### src/rtl/regfile_pkg.sv
// Shared types for the register-file write-port arbiter: data/index widths,
// the write-request record and the starvation state encoding.
package regfile_pkg;

    localparam int DATA_W = 8;
    localparam int ADDR_W = 3;

    typedef struct packed {
        logic [ADDR_W-1:0] dest;
        logic [DATA_W-1:0] data;
    } wr_req_t;

    typedef enum logic {
        NORMAL  = 1'b0,
        STARVED = 1'b1
    } starve_state_t;

endpackage

### src/rtl/regfile_wr_fifo.sv
// Small synchronous FIFO buffering debug write requests, with a parallel
// destination compare over every occupied entry.
module regfile_wr_fifo
    import regfile_pkg::*;
#(
    parameter  int DEPTH = 2,
    localparam int PTR_W = $clog2(DEPTH),
    localparam int CNT_W = $clog2(DEPTH + 1)
) (
    input  logic              clk,
    input  logic              reset,
    input  logic              push,
    input  wr_req_t           push_req,
    input  logic              pop,
    output wr_req_t           head,
    output logic [CNT_W-1:0]  count,
    output logic              full,
    output logic              empty,
    input  logic [ADDR_W-1:0] match_dest,
    output logic              match_hit
);

    wr_req_t          mem [DEPTH];
    logic [PTR_W-1:0] rd_ptr;
    logic [PTR_W-1:0] wr_ptr;

    // NOTE: state registers use <= so every flop samples pre-edge values.
    always_ff @(posedge clk) begin
        if (reset) begin
            rd_ptr <= '0;
            wr_ptr <= '0;
            count  <= '0;
        end else begin
            if (push) wr_ptr <= wr_ptr + 1'b1;
            if (pop)  rd_ptr <= rd_ptr + 1'b1;
            count <= count + CNT_W'(push) - CNT_W'(pop);
        end
    end

    // NOTE: storage has no reset; count alone decides which entries are live.
    always_ff @(posedge clk) begin
        if (push) mem[wr_ptr] <= push_req;
    end

    assign head  = mem[rd_ptr];
    assign full  = (count == CNT_W'(DEPTH));
    assign empty = (count == '0);

    // NOTE: default assignment first so the comb block cannot infer a latch.
    always_comb begin
        match_hit = 1'b0;
        for (int i = 0; i < DEPTH; i++) begin
            if ((((i + DEPTH - int'(rd_ptr)) % DEPTH) < int'(count)) &&
                (mem[i].dest == match_dest))
                match_hit = 1'b1;
        end
    end

endmodule

### src/rtl/regfile_write_arbiter.sv
// Arbitrates the register file's single write port between the writeback
// stage (fixed priority) and a buffered debug port, with read forwarding.
module regfile_write_arbiter
    import regfile_pkg::*;
#(
    parameter int FIFO_DEPTH   = 2,
    parameter int STARVE_LIMIT = 4
) (
    input  logic              clk,
    input  logic              reset,
    input  logic              wb_valid,
    input  logic [ADDR_W-1:0] wb_dest,
    input  logic [DATA_W-1:0] wb_data,
    input  logic              dbg_valid,
    output logic              dbg_ready,
    input  logic [ADDR_W-1:0] dbg_dest,
    input  logic [DATA_W-1:0] dbg_data,
    output logic              rf_write_reg,
    output logic [ADDR_W-1:0] rf_rDest,
    output logic [DATA_W-1:0] rf_writeData,
    input  logic [ADDR_W-1:0] rd_src,
    input  logic [DATA_W-1:0] rd_data_in,
    output logic [DATA_W-1:0] rd_data,
    output logic              pending_hit,
    output logic              stall_req,
    output logic              wb_collision
);

    localparam int CNT_W    = $clog2(FIFO_DEPTH + 1);
    localparam int STARVE_W = $clog2(STARVE_LIMIT + 1);

    wr_req_t             wb_req, dbg_req, head, issue_req;
    logic                accept, push, pop, issue_valid;
    logic                fifo_full, fifo_empty;
    logic [CNT_W-1:0]    fifo_count;
    starve_state_t       state, state_next;
    logic [STARVE_W-1:0] starve_cnt, cnt_next;

    assign wb_req    = '{dest: wb_dest, data: wb_data};
    assign dbg_req   = '{dest: dbg_dest, data: dbg_data};
    assign dbg_ready = (fifo_count < CNT_W'(FIFO_DEPTH));
    assign accept    = dbg_valid && dbg_ready;

    // WB first, then the buffered head, then a fresh DBG request bypassing the FIFO.
    always_comb begin
        issue_valid = 1'b1;
        issue_req   = dbg_req;
        pop         = 1'b0;
        if (wb_valid) begin
            issue_req = wb_req;
        end else if (!fifo_empty) begin
            issue_req = head;
            pop       = 1'b1;
        end else if (!accept) begin
            issue_valid = 1'b0;
        end
    end

    assign push = accept && !fifo_full && (wb_valid || !fifo_empty);

    regfile_wr_fifo #(.DEPTH(FIFO_DEPTH)) u_fifo (
        .clk        (clk),
        .reset      (reset),
        .push       (push),
        .push_req   (dbg_req),
        .pop        (pop),
        .head       (head),
        .count      (fifo_count),
        .full       (fifo_full),
        .empty      (fifo_empty),
        .match_dest (rd_src),
        .match_hit  (pending_hit)
    );

    always_ff @(posedge clk) begin
        if (reset) begin
            rf_write_reg <= 1'b0;
            rf_rDest     <= '0;
            rf_writeData <= '0;
        end else begin
            rf_write_reg <= issue_valid;
            if (issue_valid) begin
                rf_rDest     <= issue_req.dest;
                rf_writeData <= issue_req.data;
            end
        end
    end

    assign rd_data = (rf_write_reg && (rf_rDest == rd_src)) ? rf_writeData : rd_data_in;

    always_comb begin
        cnt_next = starve_cnt;
        if (pop)
            cnt_next = '0;
        else if (wb_valid && !fifo_empty && (starve_cnt != STARVE_W'(STARVE_LIMIT)))
            cnt_next = starve_cnt + 1'b1;
    end

    always_ff @(posedge clk) begin
        if (reset) begin
            state        <= NORMAL;
            starve_cnt   <= '0;
            wb_collision <= 1'b0;
        end else begin
            state        <= state_next;
            starve_cnt   <= cnt_next;
            wb_collision <= stall_req && wb_valid;
        end
    end

    always_comb begin
        state_next = state;
        case (state)
            NORMAL:  if (cnt_next == STARVE_W'(STARVE_LIMIT)) state_next = STARVED;
            STARVED: if (pop) state_next = NORMAL;
            default: state_next = NORMAL;
        endcase
    end

    always_comb begin
        stall_req = (state == STARVED);
    end

endmodule

### config.mk
export PLATFORM = sky130hd
export DESIGN_NAME = regfile_write_arbiter
export DESIGN_NICKNAME = d
export VERILOG_FILES = /design/src/rtl/regfile_pkg.sv /design/src/rtl/regfile_wr_fifo.sv /design/src/rtl/regfile_write_arbiter.sv
export SDC_FILE = /design/constraint.sdc
export NUM_CORES = 1
export LEC_CHECK = 0
export BUFFER_PORTS_ARGS = -buffer_cell sky130_fd_sc_hd__buf_2
export CORE_MARGIN = 2
export CORE_UTILIZATION = 58
export CTS_BUF_LIST = sky130_fd_sc_hd__clkbuf_4 sky130_fd_sc_hd__clkbuf_8
export CTS_CLUSTER_SIZE = 40
export DETAILED_ROUTE_END_ITERATION = 10
export GPL_TIMING_DRIVEN = 0
export PLACE_DENSITY = 0.88
export SETUP_SLACK_MARGIN = 0.1
export SLEW_MARGIN = 20
export SYNTH_ARGS = -nofsm -noshare
export SYNTH_HDL_FRONTEND = slang
export SYNTH_SLANG_ARGS = --single-unit
### constraint.sdc
create_clock -name clk -period 5.2 [get_ports clk]
set_input_delay 0.26 -clock clk [delete_from_list [all_inputs] [get_ports clk]]
set_output_delay 0.26 -clock clk [all_outputs]
set_load 0.1 [all_outputs]
Yosys cells after proc, flatten, opt, wreduce, memory -nomap -nowiden
Memories as Yosys holds them, arrays and structs flattened. A register that Yosys moved wholly into a read port is not among the register bits.
Cells that the tools add are included.
- bits in read-only memories: 0
- input port bits: 37
- bits in writable memories: 22
- bits in registers: 21
- latch bits: 0
- memories kept: 1
- output and inout port bits: 24
- word-level logic and storage cells: 61
- equal/unequal tests: 6
- reduce and logical (&&, ||, !) cells: 13
- add/subtract/negate cells: 7
- divide/modulo/power cells: 0
- magnitude comparators: 3
- multiplexer cells: 19
- shifts and indexed selects: 0
- bitwise gates (word level): 3
- multiply operators: 0
- memories (name ; depth ; bits a word ; rd ports ; clocked after Yosys merged registers in ; wr ports ; line ; RTL):
    u_fifo.mem ; 2 ; 11 ; 3 ; 1 ; 1 ; regfile_wr_fifo.sv:23 ; wr_req_t mem [DEPTH];
- operators by type and width (kind ; count):
    $mux W11 ; 2
    $mux W1 ; 13
    $eq A3 B3 Y1 ; 3
    $logic_and A1 B1 Y1 ; 9
    $mux W8 ; 1
    $lt A2 B3 Y1 ; 2
    $mux W3 ; 2
    $sub A2 B1 Y3 const A ; 2
    $add A3 B1 Y3 const B ; 1
    $eq A3 B3 Y1 const B ; 1
    $ne A3 B3 Y1 const B ; 1
    $add A1 B1 Y1 const B ; 2
    $add A2 B1 Y2 ; 1
    $and A1 B1 Y1 ; 2
    $eq A2 B2 Y1 const B ; 1
    $logic_not A1 Y1 ; 2
    $logic_not A2 Y1 ; 1
    $lt A2 B2 Y1 const B ; 1
    $pmux W1 S2 ; 1
    $sub A2 B1 Y2 ; 1
    $logic_or A1 B1 Y1 ; 1
    $not A1 Y1 ; 1

Depth between registers and ports, before layout
Gate-level depths: netlist of run 1.
- depth in word-level cells: 9
- gate-level depth with buffers: 9
- gate-level depth less buffers: 8

Hierarchy
From an unflattened synthesis of run 1, not the netlist that was laid out.
- cells, all modules: 184
- area total of the unflattened synthesis: 2159.6 um^2
- modules (own cells, without submodules) (module ; instances ; area each (um^2) ; cells an instance):
    regfile_wr_fifo ; 1 ; 1089.8 ; 66
    regfile_write_arbiter ; 1 ; 1069.8 ; 118

Worst setup path after synthesis of run 1
Ideal clock, no wire load.
- kind: register to register
- from: register u_fifo.count[1]
- to: memory u_fifo.mem[0][0] (netlist name), enable pin
- data arrival time: 2042 ps
- setup slack: 2780 ps
- cell stages (with the launch flop): 5
- clock period less this slack: 2420 ps
- path through: dfxtp_1 -> buf_4 -> inv_1 -> o211ai_1 -> nor2_1
- word-level cells in the longest chain between the ends: 6
- elaborated cells between the ends (all ways): 11
- classes of those cells: order compare: 1; eq/ne: 1; mux: 2; reduce/logical: 7
- ends and longest elaborated chain (item ; line ; RTL):
    from (decl) ; regfile_wr_fifo.sv:16 ; output logic [CNT_W-1:0] count,
    from (signal assigned) ; regfile_wr_fifo.sv:36 ; count <= count + CNT_W'(push) - CNT_W'(pop);
    $lt A2 B2 Y1 ; regfile_write_arbiter.sv:41 ; assign dbg_ready = (fifo_count < CNT_W'(FIFO_DEPTH));
    net dbg_ready ; regfile_write_arbiter.sv:15 ; output logic dbg_ready,
    $logic_and A1 B1 Y1 ; regfile_write_arbiter.sv:42 ; assign accept = dbg_valid && dbg_ready;
    $logic_and A1 B1 Y1 (2 in a row) ; regfile_write_arbiter.sv:59 ; assign push = accept && !fifo_full && (wb_valid || !fifo_empty);
    $mux W1 ; regfile_wr_fifo.sv:42 ; if (push) mem[wr_ptr] <= push_req;
    $mux W1 (implied by the code) ; regfile_wr_fifo.sv:42 ;
    to (decl) ; regfile_wr_fifo.sv:23 ;
The timed path passes the listed nets, and every way through them passes these cells.

Final worst setup path of run 1
- from: register rf_rDest[2]
- to: output port rd_data[1]
- word-level cells in the longest chain between the ends: 3
- ends and longest elaborated chain (item ; line ; RTL):
    from (decl) ; regfile_write_arbiter.sv:19 ; output logic [ADDR_W-1:0] rf_rDest,
    from (signal assigned) ; regfile_write_arbiter.sv:83 ; rf_rDest <= issue_req.dest;
    $eq A3 B3 Y1 ; regfile_write_arbiter.sv:89 ; assign rd_data = (rf_write_reg && (rf_rDest == rd_src)) ? rf_writeData : rd_data_in;
    $logic_and A1 B1 Y1 ; regfile_write_arbiter.sv:89 ;
    $mux W8 ; regfile_write_arbiter.sv:89 ;
    to (decl) ; regfile_write_arbiter.sv:23 ; output logic [DATA_W-1:0] rd_data,
No other way between the ends.

==> results of run 1 <==
==> routing by layer <==
layer  part of all wire (%)  track usage [%]
met3                    7.4             8.16
met1                     43             30.0
met2                     48             41.8
met4                    2.1             9.84
met5                      0                0
==> critical path, delay by kind of cell, from the launching register on <==
family	cells	cell delay (ns)
buffers and inverters	1	0.41
xor gates and xnor gates	1	0.14
muxes	1	0.35
DFF	1	0.41
and+or+nand+nor	1	0.37
==> cells by family (layout without fill, tap and decap cells) <==
family                   Yosys count  in the layout  share of synthesized area (%)
AO/OA/AOI/OAI                     36             36                           12.2
multiplexers                      19             19                           9.33
XOR/XNOR                          13             13                           5.31
buffers and inverters             21             89                           5.07
AND/OR/NAND/NOR                   57             57                           14.5
flip-flops                        44             44                           51.3
adder cells (fa/ha/maj)            4              4                           2.33
==> report_power, final <==
part,internal (uW),switching [uW],leakage [uW]
Clock,145,122,0.0000583
Combinational,173,394,0.000618
Sequential,421,35.5,0.000384
Total,739,552,0.00106
==> cell usage in the layout (no fill, tap or decap), drive strengths merged, types with 3 or more instances in the layout <==
cell / Yosys / layout
edfxtp: 22 / 22
nor4b: 11 / 11
mux2i: 11 / 11
nor3: 12 / 12
nor2: 22 / 22
xor2: 3 / 3
xnor2: 10 / 10
dfxtp: 22 / 22
a211oi: 11 / 11
a21oi: 13 / 13
ha: 4 / 4
buf: 8 / 68
nand2: 5 / 5
mux2: 8 / 8
clkbuf: 4 / 9
inv: 9 / 9
==> per-stage QoR <==
| stage | hold slack [ns] | utilization [%] | area, sq um | setup slack [ns] | power, uW |
|---|---|---|---|---|---|
| 2_1_floorplan | 0.339 | - | 2150 | 2.78 | 914 |
| 3_3_place_gp | 0.449 | 69.5 | 2510 | 3.13 | 1010 |
| 3_5_place_dp | 0.454 | 69.5 | 2510 | 3.12 | 1020 |
| 4_1_cts | 0.156 | 72.7 | 2620 | 2.93 | 1290 |
| 5_1_grt | 0.148 | 72.7 | 2620 | 2.86 | 1350 |
| 6_report | 0.156 | 72.7 | 2620 | 2.95 | 1290 |
==> area by class of cell <==
| type | instances | area [sq um] | area share [%] |
|---|---|---|---|
| Clock buffer | 5 | 68.8 | 2.62 |
| Clock inverter | 3 | 47.5 | 1.81 |
| Sequential cell | 44 | 1100 | 42.0 |
| Inverter | 9 | 33.8 | 1.29 |
| Buffer | 12 | 75.1 | 2.86 |
| Tap cell | 48 | 60.1 | 2.29 |
| Multi-Input combinational cell | 129 | 936 | 35.7 |
| Timing Repair Buffer | 60 | 300 | 11.5 |
==> final timing paths <==
kind                            slack [ns]          endpoint  depth (start not counted)
worst max-delay path                  2.95        rd_data[1]                          4
worst min-delay path                  0.16  u_fifo.mem[0][5]                          1
worst max register to register        3.11  u_fifo.mem[0][2]                          4
worst min register to register        0.48      wb_collision                          2
==> impl_metrics.csv, run 1 <==
group,metric,value,unit
run_status,run_status,"complete, no violations",
min_path,hold_start,"dbg_data[5]",
clock_tree,post_cts_buffers,0,
yosys,ys_warn_count,0,
grt,grt_max_degree,16,
clock_tree,root_buffer,"clkbuf_8",
timing,finalSetupViolations,0,
timing,maxSlewHeadroom,36.5,%
min_path,hold_path_class,"in2reg",
pwr,p_leak,0.00106,uW
critical_path,r2r_start,"u_fifo.count[1]",
finish,largest_register_ffs,22,
floorplanning,die_h,64.8,um
finish,fillCellCount,245,
grt,overflow,0,
critical_path,start_kind,"register",
yosys,synthCells,194,
finish,fin_nets,302,
timing,max_freq,444,MHz
pwr,cellPowerDensity,492,mW/mm^2
placement,port_buffers,60,
grt,grt_pass1_vias,1661,
clock_tree,cts_buffer_depth,2,
clock_tree,htreeDepth,2,
yosys,synth_edf_count,22,
finish,biggestRegsByFlops,"u_fifo.mem: 22 flops, rf_writeData: 8 flops",
finish,final_layout_size_suffix_gt1_share,33.2,%
clock_tree,cts_tree,"built",
run,cap_violations,0,
clock_tree,worstSkewPairLatency,0.31,ns
pwr,irDropWorstVdd,0.359,mV
floorplanning,dieArea,0.00420,sq mm
critical_path,critical_path_class,"reg2out",
routing,routed_wl,4.82,mm
finish,instances_no_fill,310,
yosys,ys_seq_elements,44,
finish,syn2layout_area_growth,22.2,%
yosys,synth_area_leader_cell,"edfxtp_1",
clock_tree,clkSlewWorstSetupHoldPaths,0.08,ns
yosys,ys_seq_area_share,51.3,%
floorplanning,num_rows,22,
yosys,syn_area,0.00215,sq mm
timing,rsz0062_at_grt,"no",
timing,tightest_slew,0.949,ns
clock_tree,cts_hold_buf,0,
floorplanning,die_w,64.8,um
routing,num_vias,1748,
critical_path,critical_path.cell_chain,"xnor2_1 -> nand4_1 -> mux2_2 -> buf_2",
timing,tns,0,ns
critical_path,critical_path_arrival,1.99,ns
critical_path,crit_required,4.94,ns
placement,hpwl,3.42,mm
timing,period_needed,2.25,ns
floorplanning,design.core.area,0.00361,sq mm
yosys,synth_nets,235,
yosys,ys_top_cells_by_area,"edfxtp_1, dfxtp_1, mux2i_1, nor4b_1, mux2_2",
clock_tree,cts_buffers,5,
timing,finalCritPeriodShare,43.3,%
routing,drc,0,
placement,place_congestion,0.845,
yosys,yosysUniqueCellTypes,37,
yosys,synthTopCellsByCount,"dfxtp_1, edfxtp_1, nor2_1, a21oi_1, nor3_1",
critical_path,crit_slowest_cell,"dfxtp_1",
grt,track_usage,25.1,%
finish,top_register,"u_fifo.mem",
yosys,synthDominantCellAreaShare,30.8,%
clock_tree,cts_sinks,44,
floorplanning,ios,61,
timing,drv_slew,0,
routing,dr.pass1.iters,4,
yosys,avgSynthCellArea,11.1,sq um
yosys,synth-async-reset-ratio,0,%
grt,antenna_found_initial,0,
floorplanning,initial_utilization,59.5,%
routing,antenna_violating_nets_post_route,0,
critical_path,endpoint_kind,"primary output",
routing,wl_per_cell,15.5,um
clock_tree,ctsResizeCount,0,
critical_path,path_max_fanout,8,
routing,drtIter0Drc,164,
timing,finClkSkew,0.00700,ns
routing,viasPerCell,5.64,
grt,grt_pass1_wl,7.69,mm
placement,dp_cells,302,
critical_path,max_stage_delay,0.41,ns
finish,diodes,0,
critical_path,critPathLaunch,"rf_rDest[2]",
timing,hold_viol,0,
yosys,synthFlopType,"edfxtp_1",
(Power assumes the default switching activity.)
==> inputs of run 2 (changes only) <==
Settings changed: ABC_AREA from default to 1, CORE_UTILIZATION 58 to 48, PLACE_DENSITY 0.88 to 0.78.
Clock period 5.2 ns to 1.9 ns, I/O delays scaled along.
==> run 2 against run 1 <==
Register-to-register slack worse by 2.9 ns. Total power rose to 3.2 times the previous value. Synthesized cell count up 29%. Synthesized area shrank 0.47%. Setup slack lost 2.8 ns. Core utilization fell by 5.6 points. Routed wire length grew 12%. First-iteration DRC count rose by 45%. Critical path type unchanged. Critical endpoint is now rd_data[3]. Largest power group unchanged.
==> impl_metrics.csv, run 2 <==
group,metric,value,unit
clock_tree,clkSlewWorstSetupHoldPaths,0.09,ns
min_path,hold_start,"dbg_dest[0]",
run_status,run_status,"complete, no violations",
yosys,synthDominantCellAreaShare,30.9,%
finish,final_layout_size_suffix_gt1_share,31.9,%
clock_tree,cts_buffer_depth,2,
timing,tightest_slew,0.603,ns
yosys,ys_warn_count,0,
grt,antenna_found_initial,0,
timing,finClkSkew,0.00789,ns
timing,setup_ws,0.178,ns
floorplanning,ios,61,
grt,grt_max_degree,16,
finish,final_cell_mix,"buf_2, nand2_1, inv_1",
floorplanning,die_h,70.7,um
clock_tree,cts_sinks,44,
routing,antenna_violating_nets_post_route,0,
min_path,whs_path_depth,1,
finish,fillCellCount,349,
timing,drv_slew,0,
critical_path,start_kind,"register",
critical_path,critical_path_class,"reg2out",
grt,grt_pass1_wl,8.50,mm
finish,fin_nets,369,
routing,drtIter0Drc,237,
timing,finalCritPeriodShare,90.7,%
yosys,syn_area,0.00214,sq mm
floorplanning,design.core.area,0.00432,sq mm
min_path,holdPathEnd,"u_fifo.mem[0][8]",
clock_tree,htreeDepth,2,
yosys,synthCells,250,
yosys,avgSynthCellArea,8.54,sq um
min_path,hold_path_class,"in2reg",
routing,num_vias,2020,
finish,syn2layout_area_growth,35.9,%
finish,multi_input_area,976,sq um
yosys,ys_seq_area_share,51.6,%
timing,hold_viol,0,
grt,grt_pass1_vias,1826,
finish,diodes,0,
floorplanning,num_rows,24,
timing,period_needed,1.72,ns
placement,place_congestion,0.888,
timing,tns,0,ns
routing,routed_wl,5.39,mm
grt,track_usage,21.9,%
critical_path,r2r_setup_slack,0.19,ns
finish,largest_register_ffs,22,
timing,maxSlewHeadroom,59.8,%
clock_tree,cts_buffers,5,
finish,top_register,"u_fifo.mem",
timing,max_freq,581,MHz
placement,hpwl,3.98,mm
yosys,synth_area_leader_cell,"edfxtp_1",
floorplanning,initial_utilization,49.4,%
yosys,ys_top_cells_by_area,"edfxtp_1, dfxtp_1, nand2_1, nand3_1, o21ai_0",
finish,biggestRegsByFlops,"u_fifo.mem: 22 flops, rf_writeData: 8 flops",
routing,dr.pass1.iters,4,
critical_path,endpoint_kind,"primary output",
yosys,synth_nets,291,
critical_path,crit_required,1.80,ns
clock_tree,root_buffer,"clkbuf_8",
placement,pre_cts_slack,0.0809,ns
critical_path,r2r_end,"u_fifo.count[1]",
yosys,synth-async-reset-ratio,0,%
routing,drc,0,
routing,wl_per_cell,14.2,um
routing,viasPerCell,5.30,
finish,final_util,67.1,%
yosys,synthTopCellsByCount,"nand2_1, inv_1, nand3_1, o21ai_0",
yosys,synthFlopType,"edfxtp_1",
pwr,irDropWorstVdd,0.962,mV
placement,port_buffers,59,
yosys,yosysUniqueCellTypes,27,
grt,overflow,0,
clock_tree,worstSkewPairLatency,0.30,ns
floorplanning,dieArea,0.00500,sq mm
yosys,synth_edf_count,22,
finish,layout_commonest_cell,"buf_2",
run,cap_violations,0,
yosys,yosysMostFrequentCell,"nand2_1",
critical_path,critPathLaunch,"rf_rDest[1]",
finish,ff_latch_area,0.00111,sq mm
critical_path,critical_path_arrival,1.63,ns
floorplanning,die_w,70.7,um
pwr,p_leak,0.00127,uW
clock_tree,cts_tree,"built",
timing,timing.hold.ws,0.0110,ns
pwr,power,4190,uW
critical_path,r2r.worst_path.cells,9,
critical_path,r2r_start,"u_fifo.count[1]",
pwr,cellPowerDensity,1450,mW/mm^2
yosys,ys_seq_elements,44,
timing,finalSetupViolations,0,
critical_path,path_max_fanout,9,
timing,rsz0062_at_grt,"yes",
-- run 2: cell types whose count changed in the layout (fill, tap and decap cells not counted), moves of 8 or more --
cell	delta
o21ai_0	+21
inv_1	+18
buf_2	-10
mux2_2	-8
a41oi_1	+11
nand3_1	+22
nand2_4	+9
nand2_1	+47
mux2i_1	-11
nor3_1	-10
nor4b_1	-11
a211oi_1	-11
-- run 2: how the worst max path moves through the flow --
stage | to | slack [ns]
CTS | rd_data[5] | 0.09
floorplan | rd_data[3] | 0.11
finish | rd_data[3] | 0.18
global route | rd_data[7] | 0.07
detailed placement | u_fifo.count[1] | 0.08
global placement | u_fifo.count[1] | 0.12
-- run 2: cell type report --
type / instances / area share [%]
Clock inverter: 3 / 1.64
Tap cell: 52 / 2.24
Buffer: 10 / 1.85
Inverter: 28 / 3.71
Sequential cell: 44 / 38.3
Clock buffer: 5 / 2.37
Multi-Input combinational cell: 168 / 33.6
Timing Repair Buffer: 71 / 16.3
-- run 2: metal layers --
metal / routed length [um] / GRT usage [%]
met4: 75 / 6.92
met3: 332 / 4.84
met5: 0 / 0
met2: 2730 / 36.8
met1: 2260 / 28.4
-- run 2: critical path: stages, from the launching register on --
cell	delay, ns
dfxtp_4	0.38
o21ai_1	0.11
a211oi_4	0.25
buf_12	0.15
nand2_4	0.08
nand2_1	0.13
nand2_4	0.05
buf_6	0.18
-- run 2: what timing repair did --
action,4_1_cts,5_1_grt
setup buffers,1,4
hold buffers,3,4
endpoints found under the setup margin,10,9
endpoints found under the hold margin,6,8
gates resized for setup,14,13
pin swaps,1,2
-- run 2: metrics by stage --
step / cell area [sq um] / cells
detailed placement: 2580 / 361
floorplan: 2220 / 250
global route: 2900 / 381
finish: 2900 / 381
global placement: 2580 / 361
CTS: 2790 / 373
-- run 2: power by group --
group	internal [uW]	switching [uW]
clock	396	326
combinational	540	1580
sequential	1210	144
total	2140	2050
-- run 2: cells by family (layout without fill, tap and decap cells) --
group | count (synthesis) | in the layout | share of synthesized area (%)
XOR/XNOR | 6 | 6 | 2.46
AND/OR/NAND/NOR | 111 | 111 | 22.5
flip-flops | 44 | 44 | 51.6
buffers and inverters | 38 | 117 | 7.15
adder cells (fa/ha/maj) | 4 | 4 | 2.34
AO/OA/AOI/OAI | 47 | 47 | 14.0
==> inputs of run 3 (changes only) <==
Settings changed: BUFFER_PORTS_ARGS -buffer_cell sky130_fd_sc_hd__buf_2 to default, CORE_UTILIZATION 48 to 59, DONT_BUFFER_PORTS from default to 1, GPL_TIMING_DRIVEN 0 to default.
==> run 3 against run 2 <==
Final cell count shrank 9.7%. Global-route usage grew 5.2 points. Non-clock buffer count down 31. Die area decreased by 18%. Total power shrank 1.2%. Sequential power increased by 3%. Worst hold slack better by 0.0096 ns. Flip-flop and latch count did not move.
==> impl_metrics.csv, run 3 (synthesis gave the netlist of run 2 again) <==
group,metric,value,unit
run_status,run_status,"complete, no violations",
pwr,combPwrFrac,55.3,%
pwr,p_int,1940,uW
timing,period_needed,1.85,ns
finish,diodes,0,
floorplanning,initial_utilization,62.5,%
floorplanning,ios,61,
placement,hpwl,3.50,mm
finish,biggestRegsByFlops,"u_fifo.mem: 22 flops, rf_writeData: 8 flops",
finish,final_layout_size_suffix_gt1_share,24.5,%
timing,max_freq,541,MHz
run,cap_violations,0,
finish,final_cell_mix,"nand2_1, inv_1, dlygate4sd3_1",
critical_path,critical_path_arrival,1.76,ns
finish,multi_input_area,0.00116,sq mm
timing,finalSetupViolations,0,
pwr,p_clk_share,11.0,%
finish,top_register,"u_fifo.mem",
critical_path,critical_path.cell_chain,"inv_2 -> nor2_2 -> a211oi_4 -> buf_12 -> nand2_8 -> nand2_4 -> nand2_8",
grt,grt_max_degree,23,
clock_tree,cts_buffer_depth,2,
clock_tree,root_buffer,"clkbuf_4",
finish,design_area,0.00298,sq mm
floorplanning,dieArea,0.00412,sq mm
critical_path,start_kind,"register",
routing,dr.pass1.iters,7,
placement,place_area,0.00239,sq mm
clock_tree,cts_tree,"built",
grt,antenna_found_initial,0,
min_path,hold_path_class,"in2reg",
min_path,hold_start,"wb_valid",
finish,ff_latch_area,0.00111,sq mm
finish,fin_nets,338,
critical_path,crit_slowest_cell,"dfxtp_2",
timing,tns,0,ns
routing,antenna_violating_nets_post_route,0,
routing,viasPerCell,6.33,
finish,layout_commonest_cell,"nand2_1",
routing,drc,0,
floorplanning,design.core.area,0.00342,sq mm
timing,tightest_slew,0.684,ns
routing,wl_per_cell,20.6,um
floorplanning,die_w,64.2,um
timing,hold_viol,0,
routing,drtIter0Drc,319,
grt,grt_pass1_vias,1873,
pwr,switching_share,53.2,%
placement,port_buffers,0,
timing,maxSlewHeadroom,54.3,%
timing,rsz0062_at_grt,"yes",
clock_tree,cts_sinks,44,
pwr,p_leak,0.00115,uW
critical_path,max_stage_delay,0.35,ns
pwr,p_switching,2200,uW
timing,finalCritPeriodShare,97.4,%
grt,track_usage,27.1,%
finish,largest_register_ffs,22,
critical_path,critical_path.top_delay_family,"simple AND/OR/NAND/NOR gates",
critical_path,critical_path_class,"reg2out",
critical_path,crit_required,1.80,ns
timing,setup_ws,0.0499,ns
clock_tree,clkSlewWorstSetupHoldPaths,0.15,ns
routing,num_vias,2179,
finish,fillCellCount,163,
finish,syn2layout_area_growth,39.4,%
pwr,power_frac_seq,33.6,%
critical_path,r2r_start,"u_fifo.count[0]",
critical_path,endpoint_kind,"primary output",
grt,grt_pass1_wl,8.47,mm
critical_path,critPathLaunch,"rf_rDest[0]",
grt,overflow,0,
critical_path,path_buf_inv,2,
clock_tree,cts_buffers,5,
routing,routed_wl,7.07,mm
placement,pre_cts_slack,0.384,ns
timing,drv_slew,0,
critical_path,critPathMostFrequentCell,"nand2_8",
timing,finClkSkew,0.0234,ns
placement,place_congestion,0.813,
critical_path,path_max_fanout,8,
clock_tree,htreeDepth,2,
clock_tree,worstSkewPairLatency,0.38,ns
pwr,irDropWorstVdd,1.13,mV
floorplanning,num_rows,21,
pwr,cellPowerDensity,1390,mW/mm^2
floorplanning,die_h,64.2,um
==> run 3: worst reg2reg max path, cell delays in order, from the launching register on <==
cell	delay (ns)
dfxtp_1	0.44
inv_1	0.12
ha_1	0.30
inv_1	0.05
ha_1	0.18
xnor2_1	0.19
o21ai_0	0.10
a21oi_1	0.13
==> run 3: per-stage QoR <==
step	utilization (%)	std cells	power, uW	hold slack, ns
6_report	87.2	344	4140	0.0206
2_1_floorplan	-	250	2930	0.157
4_1_cts	79.8	341	3820	0.00256
3_5_place_dp	70.0	307	3300	0.170
3_3_place_gp	70.0	307	3280	0.171
5_1_grt	87.2	344	4300	0.0383
==> run 3: layout make-up <==
class                      count  share of cell area [%]
clock buffer                   5                    1.26
inverter                      28                    3.61
timing repair buffer          50                    16.3
multi-input combinational    168                    39.1
sequential                    44                    37.2
clock inverter                 3                   0.630
tap                           46                    1.93
==> run 3: final timing paths <==
check	endpoint	slack [ns]	depth (start not counted)
min	starve_cnt[0]	0.02	4
min reg2reg	wb_collision	0.50	2
max	rd_data[5]	0.05	7
max reg2reg	u_fifo.count[1]	0.34	7
==> run 3: power by group through the flow <==
stage | logic, uW | registers [uW] | clock network [uW]
after floorplan | 1040 | 1900 | 0
after global placement | 1900 | 1380 | 0
after detailed placement | 1920 | 1390 | 0
after CTS | 2010 | 1360 | 448
after global routing | 2390 | 1410 | 496
final | 2290 | 1390 | 457
==> run 3: repair_timing <==
action,4_1_cts,5_1_grt
gates cloned,0,1
endpoints found under the setup margin,9,9
hold buffers,25,0
pin swaps,9,13
endpoints found under the hold margin,40,0
gates resized for setup,2,38
buffers inserted,1,2
==> run 3: routing by layer <==
metal | vias to the layer above | routed length, um | part of all wire [%] | global-route usage, %
met1 | 1011 | 2430 | 34 | 31.9
met3 | 52 | 641 | 9.1 | 6.34
li1 | 940 | - | - | -
met5 | - | 0 | 0 | 0
met4 | 0 | 457 | 6.5 | 8.24
met2 | 176 | 3550 | 50 | 48.7
